<file path="src/rtl/fb_pkg.sv">
// Shared frame buffer geometry and the rectangle-fill sequencer state type,
// used by the fill engine, the frame buffer and the scan-out logic.
package fb_pkg;
  localparam int FB_W      = 320;
  localparam int FB_H      = 240;
  localparam int FB_DATA_W = 16;
  localparam int FB_ADDR_W = 17;

  typedef enum logic [1:0] {
    IDLE  = 2'd0,
    SETUP = 2'd1,
    FILL  = 2'd2,
    DONE  = 2'd3
  } fb_state_t;
endpackage

</file>
<file path="src/rtl/fb_rect_fill.sv">
// Rectangle fill engine: clips a command to the frame and writes one pixel per
// cycle in raster order into the frame buffer system-clock write port.
//
// state | meaning
// IDLE  | waiting for a command, cmd_ready high
// SETUP | clip extents and compute start address from latched command
// FILL  | one pixel write per cycle, raster order
// DONE  | one-cycle done pulse, then back to IDLE
module fb_rect_fill
  import fb_pkg::*;
#(
  parameter int W      = FB_W,
  parameter int H      = FB_H,
  parameter int DATA_W = FB_DATA_W,
  parameter int ADDR_W = FB_ADDR_W
) (
  input  logic              clk_sys,
  input  logic              rst,
  input  logic              cmd_valid,
  output logic              cmd_ready,
  input  logic [8:0]        cmd_x,
  input  logic [7:0]        cmd_y,
  input  logic [8:0]        cmd_w,
  input  logic [7:0]        cmd_h,
  input  logic [DATA_W-1:0] cmd_color,
  output logic              fb_en,
  output logic              fb_we,
  output logic [ADDR_W-1:0] fb_addr,
  output logic [DATA_W-1:0] fb_din,
  output logic              busy,
  output logic              done
);

  localparam logic [9:0]        W_LIM  = 10'(W);
  localparam logic [8:0]        H_LIM  = 9'(H);
  localparam logic [ADDR_W-1:0] W_STEP = ADDR_W'(W);

  fb_state_t state;

  logic [8:0]        x_r;
  logic [7:0]        y_r;
  logic [8:0]        w_r;
  logic [7:0]        h_r;
  logic [DATA_W-1:0] color_r;

  logic [9:0]        w_eff;
  logic [8:0]        h_eff;
  logic [ADDR_W-1:0] start_addr;

  logic [9:0]        w_eff_r;
  logic [9:0]        col_left;
  logic [8:0]        row_left;
  logic [ADDR_W-1:0] row_base;

  assign cmd_ready = (state == IDLE);
  assign busy      = (state != IDLE);

  // Clip against the right/bottom frame edges; an origin outside the frame yields 0.
  always_comb begin
    w_eff = '0;
    h_eff = '0;
    if ({1'b0, x_r} < W_LIM)
      w_eff = ({1'b0, w_r} < (W_LIM - {1'b0, x_r})) ? {1'b0, w_r} : (W_LIM - {1'b0, x_r});
    if ({1'b0, y_r} < H_LIM)
      h_eff = ({1'b0, h_r} < (H_LIM - {1'b0, y_r})) ? {1'b0, h_r} : (H_LIM - {1'b0, y_r});
    start_addr = ADDR_W'(y_r) * W_STEP + ADDR_W'(x_r);
  end

  always_ff @(posedge clk_sys) begin
    if (rst) begin
      state    <= IDLE;
      fb_en    <= 1'b0;
      fb_we    <= 1'b0;
      fb_addr  <= '0;
      fb_din   <= '0;
      done     <= 1'b0;
      x_r      <= '0;
      y_r      <= '0;
      w_r      <= '0;
      h_r      <= '0;
      color_r  <= '0;
      w_eff_r  <= '0;
      col_left <= '0;
      row_left <= '0;
      row_base <= '0;
    end else begin
      done <= 1'b0;
      case (state)
        IDLE: begin
          if (cmd_valid) begin
            x_r     <= cmd_x;
            y_r     <= cmd_y;
            w_r     <= cmd_w;
            h_r     <= cmd_h;
            color_r <= cmd_color;
            state   <= SETUP;
          end
        end
        SETUP: begin
          w_eff_r  <= w_eff;
          col_left <= w_eff - 10'd1;
          row_left <= h_eff - 9'd1;
          row_base <= start_addr;
          if (w_eff == '0 || h_eff == '0) begin
            state <= DONE;
            done  <= 1'b1;
          end else begin
            state   <= FILL;
            fb_en   <= 1'b1;
            fb_we   <= 1'b1;
            fb_addr <= start_addr;
            fb_din  <= color_r;
          end
        end
        FILL: begin
          if (col_left == '0) begin
            if (row_left == '0) begin
              state <= DONE;
              done  <= 1'b1;
              fb_en <= 1'b0;
              fb_we <= 1'b0;
            end else begin
              // Next row starts from an accumulated base, no multiply per row.
              row_left <= row_left - 9'd1;
              col_left <= w_eff_r - 10'd1;
              row_base <= row_base + W_STEP;
              fb_addr  <= row_base + W_STEP;
            end
          end else begin
            col_left <= col_left - 10'd1;
            fb_addr  <= fb_addr + ADDR_W'(1);
          end
        end
        DONE: state <= IDLE;
        default: state <= IDLE;
      endcase
    end
  end

endmodule

</file>
<file path="config.mk">
export PLATFORM = sky130hd
export DESIGN_NAME = fb_rect_fill
export DESIGN_NICKNAME = d
export VERILOG_FILES = /design/src/rtl/fb_pkg.sv /design/src/rtl/fb_rect_fill.sv
export SDC_FILE = /design/constraint.sdc
export NUM_CORES = 1
export LEC_CHECK = 0
export CAP_MARGIN = 20
export CORE_AREA = 4 4 120 122
export CTS_CLUSTER_DIAMETER = 40
export DETAILED_ROUTE_END_ITERATION = 8
export DIE_AREA = 0 0 124 126
export HOLD_SLACK_MARGIN = 0.1
export PLACE_DENSITY = 0.86
export SLEW_MARGIN = 20
export SYNTH_ARGS = -nofsm -noshare
export SYNTH_HDL_FRONTEND = slang
export SYNTH_SLANG_ARGS = --single-unit
</file>
<file path="constraint.sdc">
create_clock -name clk_sys -period 5.9 [get_ports clk_sys]
set_input_delay 1.18 -clock clk_sys [delete_from_list [all_inputs] [get_ports clk_sys]]
set_output_delay 1.18 -clock clk_sys [all_outputs]
set_load 0.02 [all_outputs]
</file>
==> impl_results.md <==
* Max Buffers Root-to-Sink at 2
* Result of the run: finished, final reports clean
* Crit-path leading delay family: compound AO/OA/AOI/OAI gates
* Average wire length per cell after detail routing at 17.31 um
* Slack of the worst reg-to-reg path at 1.27 ns
* Most used standard cell by instance count after synthesis: sky130_fd_sc_hd__nand2_1
* Most used standard cells in the synthesized netlist: sky130_fd_sc_hd__nand2_1 (206), sky130_fd_sc_hd__a21oi_1 (141), sky130_fd_sc_hd__dfxtp_1 (133)
* Top area cells in the synthesized netlist: sky130_fd_sc_hd__dfxtp_1 (32%), sky130_fd_sc_hd__nand2_1 (9.4%), sky130_fd_sc_hd__a21oi_1 (8.6%)
* Total Routing Usage GR at 29.52%
* Root buffer cell: sky130_fd_sc_hd__clkbuf_16
* DRC violation total after the first TritonRoute iteration at 877
* Row count at 42
* Diode count at 0
* Die Outline Area at 0.01562 mm2
* Number of enable flip-flop cells after synthesis at 0
* # setup viols final at 0
* Min-Delay Path Class: reg2reg
* First-pass GRT wire length at 37640 um
* Slew headroom at 25.50%
* Period utilization at 78.53%
* Core Area at 0.01319 mm2
* Via/cell ratio at 6.263
* Cell accounting for the most synthesized area: sky130_fd_sc_hd__dfxtp_1
* Total number of H-tree levels at 4
* Clock buffer count from CTS at 17
* Endpoint arrival time on the critical path at 4.96 ns
* Io pins at 91
* Pwr/cell area at 496.8 mW/mm2
* Final HPWL from detailed placement at 15890 um
* Total overflow reported by the global router at 0
* Register bit count reported by yosys at 133
* Area of the mapped netlist at 0.008198 mm2
* Clock slew seen by the registers of the worst setup and hold paths at 0.07 ns
* Number of nets with antenna violations after routing at 0
* Via count of the first global-routing pass at 7872
* Die extent in y at 126 um
* DR pass1 iterations at 6
* Skew-Pair Late Insertion Delay at 0.43 ns
* Worst hold path cell count at 2
* Required time at the worst-slack endpoint at 6.23 ns
* Final estimated routing congestion in global placement at 0.9365
* Post-synth ARST share at 0%
* MaxCap Viol Count at 0
* Worst Max-Slew Pin Slew at 1.104 ns
* Aggregate negative setup slack at 0 ns
* Synthesized netlist cell count at 1096
* Depth of the worst register-to-register path at 14
* Synthesis Warnings at 0
* Highest ir drop seen on vdd at 294.6 uV
* Part of the Yosys area used for sequential elements at 32.48%
* Pin count of the biggest net entering global routing at 75
* Kind of critical path: reg2reg
* Final Skew at 0.009463 ns
* Startpoint kind of the worst setup timing path: flop
* Final critical path time including I/O delays and setup at 4.633 ns
* Most instantiated flip-flop cell in the synthesis netlist: sky130_fd_sc_hd__dfxtp_1
* Unique cell type count in the Yosys netlist at 77
* Worst setup EP type: flop
* Post-synth top area share at 32.48%
* Number of logic stages on the critical path including buffering at 14
* Die Width at 124 um
* Slowest cell on crit path: sky130_fd_sc_hd__a31o_2
* DRC Markers at 0
* Mean post-synth cell area at 7.480 um2
* Share of post-route cells with drive strength above 1 at 5.724%
* Synthesis-to-layout area growth at 17.69%
* Number of clock sinks at 133
* FMAX at 0.2158 GHz
* Cell chain of the critical path: inv_1 > ha_1 > or3b_2 > nand3_1 > xnor2_1 > ha_1 > and3_1 > o2111ai_1 > o21ai_1 > nand3_1 > o311ai_4 > a31o_2 > a21oi_4 > a311oi_1
* Net count of the finished layout at 1234
* Static power due to leakage at 3.544 nW
* Clock tree from TritonCTS: done
* Antenna violations before repair at 0
* Detailed-route wire length at 23010 um
* Hold buffer count at cts at 0
* Largest fanout on the critical path at 25
* Number of port buffers at 90
* Post-CTS Setup Repair Bufs at 0
* Unrepaired setup endpoints after global routing: no
* Number of buffers and inverters on the critical path at 1
* Hold Violations, Final at 0
* Final Max Slew Viols at 0
* Starting Density at 62.15%
* CP peak stage delay at 0.60 ns
* Resized cells post-CTS at 0
* Post-Synthesis Net Count at 1190
* Number of vias in the routed layout at 8323
* Post-Route Hold Slack at 0.4549 ns
report_power, final:
group          switching, W  total, W  internal (W)
clock              0.000463   0.00103      0.000567
sequential         0.000228   0.00133       0.00110
combinational       0.00157   0.00244      0.000863
flip-flops by register name, indices dropped and copies added, names as in the netlist, 2 cells and up:
signal,count
w_eff_r,10
state,2
w_r,9
h_r,8
fb_addr,17
color_r,16
y_r,8
row_base,17
x_r,9
row_left,9
col_left,10
fb_din,16
through the flow:
| step | area, um2 | std cells | util, % | setup slack, ns | power, W |
|---|---|---|---|---|---|
| 6_report | 9648 | 1329 | 73.15 | 1.267 | 0.004793 |
| 5_1_grt | 9648 | 1329 | 73.15 | 0.8729 | 0.005105 |
| 4_1_cts | 9648 | 1329 | 73.15 | 1.346 | 0.004742 |
| 3_5_place_dp | 9076 | 1297 | 68.81 | 1.394 | 0.003697 |
| 3_3_place_gp | 9076 | 1297 | 68.81 | 1.469 | 0.003657 |
| 2_1_floorplan | 8198 | 1096 | - | 1.877 | 0.003067 |
metal layers:
layer	GRT usage, %	vias to the layer above	share of wire (%)
met4	11.28	0	2.8
met5	0	-	0
met3	6.502	66	7.5
li1	-	4025	-
met2	49.16	377	48
met1	37.09	3855	41
layout make-up:
| class | instances | area (um2) |
|---|---|---|
| clock inverter | 14 | 132.6 |
| clock buffer | 18 | 439.2 |
| sequential | 133 | 2663 |
| fill | 1049 | 3542 |
| tap | 176 | 220.2 |
| multi-input combinational | 866 | 5141 |
| inverter | 23 | 86.33 |
| timing repair buffer | 99 | 965.9 |
worst register-to-register path: stages, from the launching register on:
cell and delay, ns:
sky130_fd_sc_hd__dfxtp_1 0.37, sky130_fd_sc_hd__inv_1 0.12, sky130_fd_sc_hd__ha_1 0.29, sky130_fd_sc_hd__or3b_2 0.55, sky130_fd_sc_hd__nand3_1 0.13, sky130_fd_sc_hd__xnor2_1 0.10, sky130_fd_sc_hd__ha_1 0.31, sky130_fd_sc_hd__and3_1 0.17
sky130_fd_sc_hd__o2111ai_1 0.14, sky130_fd_sc_hd__o21ai_1 0.55, sky130_fd_sc_hd__nand3_1 0.23, sky130_fd_sc_hd__o311ai_4 0.41, sky130_fd_sc_hd__a31o_2 0.60, sky130_fd_sc_hd__a21oi_4 0.24, sky130_fd_sc_hd__a311oi_1 0.33
cell families (layout without fill, tap and decap cells):
logic type	Yosys count	count (layout)	share of synthesized area, %
AOI/OAI and AO/OA	334	334	26.33
adders and majority gates	41	41	6.441
buffers and inverters	97	154	4.823
muxes	4	4	0.5342
xor gates and xnor gates	41	41	4.380
and+or+nand+nor	446	446	25.02
DFF	133	133	32.48
path summary, 6_finish.rpt:
check | startpoint | end
hold / removal | color_r[6] | fb_din[6]
setup reg to reg | y_r[1] | fb_addr[9]
setup / recovery | y_r[1] | fb_addr[9]
hold reg to reg | color_r[6] | fb_din[6]
layout by cell type, fill, tap and decap left out, types with 4 or more instances in the layout:
| cell type | synthesis | routed |
|---|---|---|
| sky130_fd_sc_hd__nand2_1 | 206 | 206 |
| sky130_fd_sc_hd__a21oi_1 | 141 | 141 |
| sky130_fd_sc_hd__dfxtp_1 | 133 | 133 |
| sky130_fd_sc_hd__clkdlybuf4s50_1 | 0 | 89 |
| sky130_fd_sc_hd__nor2_1 | 81 | 81 |
| sky130_fd_sc_hd__o21ai_0 | 53 | 53 |
| sky130_fd_sc_hd__nand3_1 | 40 | 40 |
| sky130_fd_sc_hd__ha_1 | 39 | 39 |
| sky130_fd_sc_hd__xnor2_1 | 28 | 28 |
| sky130_fd_sc_hd__nor3_1 | 24 | 24 |
| sky130_fd_sc_hd__inv_1 | 22 | 22 |
| sky130_fd_sc_hd__a211oi_1 | 19 | 19 |
| sky130_fd_sc_hd__clkbuf_16 | 0 | 17 |
| sky130_fd_sc_hd__o211ai_1 | 16 | 16 |
| sky130_fd_sc_hd__nor4_1 | 16 | 16 |
| sky130_fd_sc_hd__a21o_1 | 13 | 13 |
| sky130_fd_sc_hd__xor2_1 | 13 | 13 |
| sky130_fd_sc_hd__nand4_1 | 12 | 12 |
| sky130_fd_sc_hd__and3_1 | 11 | 11 |
| sky130_fd_sc_hd__nand2b_1 | 10 | 10 |
| sky130_fd_sc_hd__buf_4 | 1 | 10 |
| sky130_fd_sc_hd__a311oi_1 | 9 | 9 |
| sky130_fd_sc_hd__o21a_1 | 8 | 8 |
| sky130_fd_sc_hd__nor2b_1 | 8 | 8 |
| sky130_fd_sc_hd__and2_1 | 8 | 7 |
| sky130_fd_sc_hd__a311o_1 | 7 | 7 |
| sky130_fd_sc_hd__o2bb2ai_1 | 7 | 7 |
| sky130_fd_sc_hd__or4_1 | 6 | 6 |
| sky130_fd_sc_hd__a31oi_1 | 6 | 6 |
| sky130_fd_sc_hd__inv_6 | 0 | 6 |
| sky130_fd_sc_hd__o21ai_1 | 5 | 5 |
| sky130_fd_sc_hd__o31ai_1 | 5 | 5 |
| sky130_fd_sc_hd__a221oi_1 | 4 | 4 |
| sky130_fd_sc_hd__nor3b_1 | 4 | 4 |
| sky130_fd_sc_hd__a211o_1 | 4 | 4 |
| sky130_fd_sc_hd__or3_1 | 4 | 4 |
| sky130_fd_sc_hd__o311ai_0 | 4 | 4 |
(Power assumes the default switching activity.)
